## src/rtl/iod_delay_line_sequencer_if.sv

```systemverilog
// Requester-side bundle of the IOD delay-line sequencer: per-requester commands,
// grant vector and completion report.
interface iod_delay_line_sequencer_if #(
    parameter int NUM_REQ = 2
);
    logic [NUM_REQ-1:0]   req_valid;
    logic [NUM_REQ-1:0]   req_ready;
    logic [2*NUM_REQ-1:0] req_op;
    logic [8*NUM_REQ-1:0] req_steps;
    logic [NUM_REQ-1:0]   done;
    logic                 done_err;

    modport master (
        output req_valid, req_op, req_steps,
        input  req_ready, done, done_err
    );

    modport slave (
        input  req_valid, req_op, req_steps,
        output req_ready, done, done_err
    );
endinterface

```

## src/rtl/iod_delay_line_sequencer.sv

```systemverilog
// Round-robin arbiter and pulse sequencer for one DDR4 PHY lane IOD delay line:
// turns LOAD / INC / DEC commands into spaced LOAD/MOVE pulses and tracks the tap.
module iod_delay_line_sequencer #(
    parameter int NUM_REQ   = 2,
    parameter int TAP_MAX   = 127,
    parameter int RESET_TAP = 1,
    parameter int MOVE_GAP  = 3
) (
    input  logic                      fab_clk,
    input  logic                      dly_sync_rst,
    iod_delay_line_sequencer_if.slave req,
    output logic                      busy,
    output logic [7:0]                tap_pos,
    output logic                      delay_line_move,
    output logic                      delay_line_direction,
    output logic                      delay_line_load,
    input  logic                      delay_line_out_of_range
);
    localparam int IDX_W = (NUM_REQ > 1) ? $clog2(NUM_REQ) : 1;

    localparam logic [1:0] OP_NOP  = 2'd0;
    localparam logic [1:0] OP_LOAD = 2'd1;
    localparam logic [1:0] OP_INC  = 2'd2;
    localparam logic [1:0] OP_DEC  = 2'd3;

    localparam logic [7:0] TAP_MAX_V   = 8'(TAP_MAX);
    localparam logic [7:0] RESET_TAP_V = 8'(RESET_TAP);
    localparam logic [3:0] GAP_LAST    = 4'(MOVE_GAP - 1);

    typedef enum logic [2:0] {
        S_IDLE, S_SETUP, S_MOVE, S_LOAD, S_GAP, S_RESP
    } state_t;

    state_t state_reg, state_next;

    logic [7:0]       tap_pos_reg;
    logic [IDX_W-1:0] last_grant_reg;
    logic [IDX_W-1:0] owner_reg;
    logic [1:0]       op_reg;
    logic [7:0]       remaining_reg;
    logic [3:0]       gap_cnt_reg;
    logic             err_reg;
    logic             direction_reg;

    logic [1:0]       op_arr    [NUM_REQ];
    logic [7:0]       steps_arr [NUM_REQ];

    generate
        for (genvar gi = 0; gi < NUM_REQ; gi++) begin : g_unpack
            assign op_arr[gi]    = req.req_op[2*gi +: 2];
            assign steps_arr[gi] = req.req_steps[8*gi +: 8];
        end
    endgenerate

    // Round-robin scan starting just after the previous winner.
    logic             grant_valid;
    logic [IDX_W-1:0] grant_idx;

    always_comb begin
        int cand;
        cand        = 0;
        grant_valid = 1'b0;
        grant_idx   = '0;
        for (int k = 1; k <= NUM_REQ; k++) begin
            cand = int'(last_grant_reg) + k;
            if (cand >= NUM_REQ) cand = cand - NUM_REQ;
            if (!grant_valid && req.req_valid[IDX_W'(cand)]) begin
                grant_valid = 1'b1;
                grant_idx   = IDX_W'(cand);
            end
        end
    end

    logic [1:0] acc_op;
    logic [7:0] acc_steps;
    logic       acc_move;
    logic       range_block;
    logic       gap_last;

    assign acc_op      = op_arr[grant_idx];
    assign acc_steps   = steps_arr[grant_idx];
    assign acc_move    = (acc_op == OP_INC || acc_op == OP_DEC) && (acc_steps != 8'd0);
    // Refuse the next step if it would leave the legal tap range.
    assign range_block = ((op_reg == OP_INC) && (tap_pos_reg == TAP_MAX_V)) ||
                         ((op_reg == OP_DEC) && (tap_pos_reg == 8'd0));
    assign gap_last    = (gap_cnt_reg == 4'd0);

    always_ff @(posedge fab_clk) begin
        if (dly_sync_rst) state_reg <= S_IDLE;
        else              state_reg <= state_next;
    end

    always_comb begin
        state_next = state_reg;
        case (state_reg)
            S_IDLE: begin
                if (grant_valid) begin
                    if (acc_op == OP_LOAD) state_next = S_LOAD;
                    else if (acc_move)     state_next = S_SETUP;
                    else                   state_next = S_RESP;
                end
            end
            S_SETUP: state_next = range_block ? S_RESP : S_MOVE;
            S_MOVE:  state_next = S_GAP;
            S_LOAD:  state_next = S_GAP;
            S_GAP: begin
                if (gap_last) begin
                    if (delay_line_out_of_range)     state_next = S_RESP;
                    else if (remaining_reg != 8'd0)  state_next = S_SETUP;
                    else                             state_next = S_RESP;
                end
            end
            S_RESP:  state_next = S_IDLE;
            default: state_next = S_IDLE;
        endcase
    end

    logic [NUM_REQ-1:0] ready_vec;
    logic [NUM_REQ-1:0] done_vec;
    logic               done_err_bit;

    always_comb begin
        ready_vec       = '0;
        done_vec        = '0;
        done_err_bit    = 1'b0;
        busy            = (state_reg != S_IDLE);
        delay_line_move = (state_reg == S_MOVE);
        delay_line_load = (state_reg == S_LOAD);
        if (state_reg == S_IDLE && grant_valid) ready_vec[grant_idx] = 1'b1;
        if (state_reg == S_RESP) begin
            done_vec[owner_reg] = 1'b1;
            done_err_bit        = err_reg;
        end
    end

    assign req.req_ready        = ready_vec;
    assign req.done             = done_vec;
    assign req.done_err         = done_err_bit;
    assign tap_pos              = tap_pos_reg;
    assign delay_line_direction = direction_reg;

    always_ff @(posedge fab_clk) begin
        if (dly_sync_rst) begin
            tap_pos_reg    <= RESET_TAP_V;
            last_grant_reg <= IDX_W'(NUM_REQ - 1);
            owner_reg      <= '0;
            op_reg         <= OP_NOP;
            remaining_reg  <= 8'd0;
            gap_cnt_reg    <= 4'd0;
            err_reg        <= 1'b0;
            direction_reg  <= 1'b0;
        end else begin
            case (state_reg)
                S_IDLE: begin
                    if (grant_valid) begin
                        owner_reg      <= grant_idx;
                        last_grant_reg <= grant_idx;
                        op_reg         <= acc_op;
                        err_reg        <= 1'b0;
                        // LOAD carries no steps so its GAP always ends in RESP.
                        remaining_reg  <= acc_move ? acc_steps : 8'd0;
                        if (acc_move) direction_reg <= (acc_op == OP_INC);
                    end
                end
                S_SETUP: begin
                    if (range_block) err_reg <= 1'b1;
                end
                S_MOVE: begin
                    tap_pos_reg   <= direction_reg ? tap_pos_reg + 8'd1 : tap_pos_reg - 8'd1;
                    remaining_reg <= remaining_reg - 8'd1;
                    gap_cnt_reg   <= GAP_LAST;
                end
                S_LOAD: begin
                    tap_pos_reg <= RESET_TAP_V;
                    gap_cnt_reg <= GAP_LAST;
                end
                S_GAP: begin
                    if (!gap_last)                    gap_cnt_reg <= gap_cnt_reg - 4'd1;
                    else if (delay_line_out_of_range) err_reg     <= 1'b1;
                end
                S_RESP: err_reg <= 1'b0;
                default: ;
            endcase
        end
    end
endmodule
```

## src/flat_wrapper.sv

```systemverilog
// flat-port wrapper written by rule: the top's interface ports become plain ports
module iod_delay_line_sequencer_flat 
#(
    parameter int NUM_REQ   = 2,
    parameter int TAP_MAX   = 127,
    parameter int RESET_TAP = 1,
    parameter int MOVE_GAP  = 3
)
  (fab_clk, dly_sync_rst, busy, tap_pos, delay_line_move, delay_line_direction, delay_line_load, delay_line_out_of_range, req_req_valid, req_req_op, req_req_steps, req_req_ready, req_done, req_done_err);
  iod_delay_line_sequencer_if #(.NUM_REQ(NUM_REQ)) req_i ();
  input  logic fab_clk;
  input  logic dly_sync_rst;
  output logic busy;
  output logic [7:0] tap_pos;
  output logic delay_line_move;
  output logic delay_line_direction;
  output logic delay_line_load;
  input  logic delay_line_out_of_range;
  input wire logic [$bits(req_i.req_valid)-1:0] req_req_valid;
  input wire logic [$bits(req_i.req_op)-1:0] req_req_op;
  input wire logic [$bits(req_i.req_steps)-1:0] req_req_steps;
  output wire logic [$bits(req_i.req_ready)-1:0] req_req_ready;
  output wire logic [$bits(req_i.done)-1:0] req_done;
  output wire logic [$bits(req_i.done_err)-1:0] req_done_err;
  assign req_i.req_valid = req_req_valid;
  assign req_i.req_op = req_req_op;
  assign req_i.req_steps = req_req_steps;
  assign req_req_ready = req_i.req_ready;
  assign req_done = req_i.done;
  assign req_done_err = req_i.done_err;
  iod_delay_line_sequencer #(.NUM_REQ(NUM_REQ), .TAP_MAX(TAP_MAX), .RESET_TAP(RESET_TAP), .MOVE_GAP(MOVE_GAP)) u_core (.fab_clk(fab_clk), .dly_sync_rst(dly_sync_rst), .req(req_i), .busy(busy), .tap_pos(tap_pos), .delay_line_move(delay_line_move), .delay_line_direction(delay_line_direction), .delay_line_load(delay_line_load), .delay_line_out_of_range(delay_line_out_of_range));
endmodule
```

## config.mk

```make
export PLATFORM = sky130hd
export DESIGN_NAME = iod_delay_line_sequencer_flat
export DESIGN_NICKNAME = d
export VERILOG_FILES = /design/src/rtl/iod_delay_line_sequencer_if.sv /design/src/rtl/iod_delay_line_sequencer.sv /design/src/flat_wrapper.sv
export SDC_FILE = /design/constraint.sdc
export NUM_CORES = 1
export LEC_CHECK = 0
export BUFFER_PORTS_ARGS = -buffer_cell sky130_fd_sc_hd__buf_2
export CAP_MARGIN = 10
export CORE_UTILIZATION = 45
export CTS_CLUSTER_SIZE = 16
export DETAILED_ROUTE_END_ITERATION = 6
export MAX_ROUTING_LAYER = met4
export PLACE_DENSITY = 0.68
export RECOVER_POWER = 50
export SYNTH_ARGS = -nofsm -noshare
export SYNTH_HDL_FRONTEND = slang
export SYNTH_SLANG_ARGS = --single-unit
```

## constraint.sdc

```tcl
create_clock -name fab_clk -period 5.1 [get_ports fab_clk]
set_input_delay 0.765 -clock fab_clk [delete_from_list [all_inputs] [get_ports fab_clk]]
set_output_delay 0.765 -clock fab_clk [all_outputs]
set_load 0.005 [all_outputs]
```

# Yosys cells after proc, flatten, opt, wreduce, memory -nomap -nowiden
# Cells that the tools add are included.
# op_classes
n_eq_ne,16
magnitude_cmp,9
muxes,43
multipliers,0
n_reduce_logical,27
bitwise,1
shift,0
addsub,8
n_div,0
# op_table
operator,count
2-to-1 mux 8 bit,6
case mux 8 bit (2 select lines),2
2-to-1 mux 3 bit,7
2-to-1 mux 1 bit,17
nonzero test 8 bit,2
"subtractor 8 x 1 -> 8 bit, second input constant",2
case mux 3 bit (4 select lines),1
2-to-1 mux 2 bit,5
"adder 8 x 1 -> 8 bit, second input constant",1
"== test 2 bit, second input constant",4
"== test 8 x 7 -> 1 bit, second input constant",1
zero test 8 bit,1
case mux 4 bit (2 select lines),1
AND reduction 2 bit,4
logical AND 1 bit,7
"== test 3 x 2 -> 1 bit, second input constant",2
"== test 3 bit, second input constant",2
"< comparator 1 x 3 -> 1 bit, second input constant",2
"inequality test 2 x 1 -> 1 bit, second input constant",3
nonzero test 2 bit,3
AND reduction 5 bit,1
"greater-or-equal comparator 2 bit, second input constant",2
zero test 4 bit,1
"< comparator 1 x 2 -> 1 bit, second input constant",2
20 further kinds,25
# totals
latchBits,0
ramBits,0
romBits,0
word_cells,113
out_inout_bits,17
reg_bits,29
mem_count,0
inputBits,25

# Longest topological paths before layout
# depth
word_depth,21
depth_mapped,8
mapped_depth_nobuf,8

# Least setup slack after synthesis
# OpenSTA, ideal clock, no wires.
# synth_path
path_kind,in2out
startpoint,in req_req_valid[0]
endpoint,out req_req_ready[1]
arrival_ns,1.337
path_stages,4
t_required_ns,4.335
n_path_buf,2
slack_ns,2.998
cell_sequence,nand2b_1 clkbuf_1 buf_2 nor2_1
# synth_via
elab_chain_cells,11
word_cells_on_any_way,17
classes_between,order compare: 2; mux: 11; reduce/logical: 4
# synth_rtl
item,line,text
start: declaration,flat_wrapper.sv:19,input wire logic [$bits(req_i.req_valid)-1:0] req_req_valid;
2-to-1 mux 1 bit (not written as such) (2 in a row),iod_delay_line_sequencer.sv:67,if (!grant_valid && req.req_valid[IDX_W'(cand)]) begin
2-to-1 mux 1 bit,iod_delay_line_sequencer.sv:67,
zero test 1 bit,iod_delay_line_sequencer.sv:67,
logical AND 1 bit,iod_delay_line_sequencer.sv:67,
2-to-1 mux 1 bit,iod_delay_line_sequencer.sv:67,
< comparator 1 x 2 -> 1 bit (not written as such) / greater-or-equal comparator 1 bit (equally long branches),iod_delay_line_sequencer.sv:129,if (state_reg == S_IDLE && grant_valid) ready_vec[grant_idx] = 1'b1;
logical AND 1 bit (not written as such),iod_delay_line_sequencer.sv:129,
2-to-1 mux 1 bit (not written as such),iod_delay_line_sequencer.sv:129,
demux 1 bit (select 1 bit),n/a,
2-to-1 mux 2 bit *,iod_delay_line_sequencer.sv:129,
end: declaration,flat_wrapper.sv:22,output wire logic [$bits(req_i.req_ready)-1:0] req_req_ready;
# Every way passes the cells marked *; elsewhere a longest branch is shown, timed or not. The select of a mux whose other input is x is not followed.

# Final worst setup path
# layout_path
startpoint,reg u_core.state_reg[1]
endpoint,out delay_line_move
# layout_via
elab_chain_cells,1
# layout_rtl
item,line,text
start: declaration,iod_delay_line_sequencer.sv:34,"state_t state_reg, state_next;"
start signal: assignment,iod_delay_line_sequencer.sv:90,else state_reg <= state_next;
== test 3 x 2 -> 1 bit,iod_delay_line_sequencer.sv:127,delay_line_move = (state_reg == S_MOVE);
end: declaration,flat_wrapper.sv:15,output logic delay_line_move;
# No other way between the ends.

==> metrics.txt <==
CTS tree yes; hold crit path type register to register; ys async rst share 0%; post-layout power 0.835 mW; vias in the first global route 1621; clock-pin slew on the worst setup and hold paths 0.06 ns; number of DRC markers in iteration 0 65; DIE AREA 4560 sq um; crit path to delay_line_move; flops & latches, synth 29; clock buffer depth 2; DR vias 1861; Final Max Slew Viols 0; Synth-to-Final Area Change 17.6%; Post-CTS Setup Bufs 0; Die Wd 67.5 um; syn nets 285; worst r2r src u_core.delay_line_direction; DR pass1 iterations 6; Max-Slew Margin vs Limit 52.5%; Worst EP required 4.34 ns; # rows 23; Worst Reg-to-Reg Cells 8; Mapped Cells 249; Avg Cell Area, Syn 7.76 sq um; Ys Warns 0; Post-synth EDFFs 0; dpl hpwl 3400 um; PwrDens 368 nW/um^2; Fin Clk Skew 0.00820 ns; Die H 67.5 um; DR WL/cell 13.7 um; IO Port Bufs 40; RSZ-0062 raised after global routing false; R2R Path End u_core.tap_pos[7]; fin crit share 52.6%; CTS Buf Count 5; Clk Latency, worst-skew pair 0.29 ns; num ports 42; # clock sinks 29; sequential area share after synthesis 30.1%; first-pass GRT wire length 7340 um; Core Util, Final 56.0%; ANT cells 0; H-tree depth 2; P_leak 0.999 nW; WL final 4600 um; status complete, no violations; Initial Utilization 47.6%; setup TNS 0 ns; Crit. End Element primary output; synthesized area 1930 sq um; synth unique cells 46; worst vdd ir 0.000306 V; Max-Cap Viols 0; critical-path maximum fanout 13; crit path from u_core.state_reg[1]; total global routing overflow 0; Remaining DRCs 0; DR vias/cell 5.54; Worst-Margin Slew 0.712 ns; Critical Path Source Type register; # setup viols final 0; critical path type register to primary output; R2R Setup Slk 2.76 ns; CP arrival 1.92 ns; final net count 321; Final min period 2.68 ns; gpl congestion 0.796; total track usage 22.0%; Root Buffer clkbuf_8; Final Hold Vio Count 0; layout cells sized above 1 16.1%; cts-stage hold buffer count 0; core area 4060 sq um; largest net degree at the start of global routing 27; post-CTS sizing 0; DRT antenna net count 0; initial antenna violation count 0; Post-synth top flop dfxtp_1; achievable frequency 373 MHz
-- critical path, stage by stage, from the launching register on --
cell,delay [ns]
dfxtp_1,0.58
or3b_1,0.56
inv_1,0.31
buf_2,0.18
-- final cells by class --
class                      count  area (sq um)
inverter                      13          48.8
timing repair buffer          40           190
tap                           50          62.6
fill                         385          1790
multi-input combinational    196          1250
clock buffer                   5          68.8
clock inverter                 3          65.1
sequential                    29           581
-- worst min path at each step --
| stage | start | cells after the start | to | slack, ns |
|---|---|---|---|---|
| global placement | u_core.err_reg | 2 | u_core.err_reg | 0.47 |
| floorplan | u_core.err_reg | 2 | u_core.err_reg | 0.45 |
| CTS | u_core.tap_pos[7] | 2 | u_core.tap_pos[7] | 0.52 |
| finish | u_core.op_reg[0] | 2 | u_core.op_reg[0] | 0.52 |
| detailed placement | u_core.tap_pos[7] | 2 | u_core.tap_pos[7] | 0.51 |
| global route | u_core.tap_pos[7] | 2 | u_core.tap_pos[7] | 0.55 |
-- power by group --
part	leakage, nW	total, mW	internal, mW	switching, mW
logic	0.694	0.258	0.119	0.139
clock network	0.0681	0.288	0.194	0.0940
registers	0.237	0.289	0.254	0.0357
total	0.999	0.835	0.567	0.268
-- routing by layer --
metal / part of all wire [%] / up-vias / track usage, %
met5: 0 / - / -
met4: 0.96 / 0 / 6.91
met3: 3.2 / 5 / 4.56
met2: 48 / 31 / 35.6
met1: 48 / 853 / 27.2
li1: - / 972 / -
-- kinds of logic (layout without fill, tap and decap cells) --
| family | Yosys count | count (layout) | synth area share [%] |
|---|---|---|---|
| fa+ha+maj | 11 | 11 | 7.51 |
| mux | 13 | 13 | 7.06 |
| buf+inv | 24 | 61 | 4.79 |
| simple gates | 109 | 109 | 28.8 |
| compound gates | 54 | 54 | 17.7 |
| flops | 29 | 29 | 30.1 |
| xor+xnor | 9 | 9 | 4.08 |
-- layout by cell type (no fill, tap or decap), drive strengths merged, types with 2 or more instances in the layout --
| cell type | count |
|---|---|
| nor2 | 38 |
| buf | 32 |
| dfxtp | 29 |
| a21oi | 18 |
| nor3 | 16 |
| nand2 | 14 |
| o21ai | 14 |
| inv | 13 |
| clkbuf | 13 |
| ha | 10 |
| mux2i | 8 |
| nor2b | 7 |
| nor4 | 7 |
| mux2 | 5 |
| a31oi | 5 |
| xnor2 | 5 |
| a22oi | 5 |
| nand3 | 4 |
| a211oi | 4 |
| xor2 | 4 |
| and4b | 3 |
| nand2b | 3 |
| or4 | 3 |
| and3 | 2 |
| or3 | 2 |
| nand3b | 2 |
| bufinv | 2 |
| and2 | 2 |
-- stage by stage --
stage	std cells	area, sq um	hold slack [ns]	setup slack (ns)
global route	336	2270	0.545	2.31
detailed placement	328	2150	0.509	2.47
global placement	328	2150	0.472	2.52
CTS	336	2280	0.519	2.54
floorplan	249	1930	0.453	3.00
finish	336	2270	0.517	2.42
-- cells in the mapped netlist (2+ instances only) --
cell      instances  share of area, %
dfxtp_1          29                30
a31oi_1           5               1.6
or4_1             3               1.2
a22oi_1           5               1.9
buf_2             2              0.52
nand2b_1          3              0.97
or3_1             2              0.65
nor2_1           38               7.4
inv_1            12               2.3
nor2b_1           7               2.3
mux2_2            5               2.9
and3_1            2              0.65
nand2_1          14               2.7
o21ai_1           9               2.3
mux2i_1           8               4.1
ha_1             10               6.5
clkbuf_1          7               1.4
nand3_1           4               1.0
nor3_1           16               4.1
buf_1             2              0.39
a211oi_1          4               1.6
o21ai_0           5               1.3
a21oi_1          17               4.4
and4b_1           3               1.6
nand3b_1          2              0.78
and2_1            2              0.65
xor2_1            4               1.8
xnor2_1           5               2.3
nor4_1            7               2.3
No activity file was read; power rests on OpenSTA's default activity.
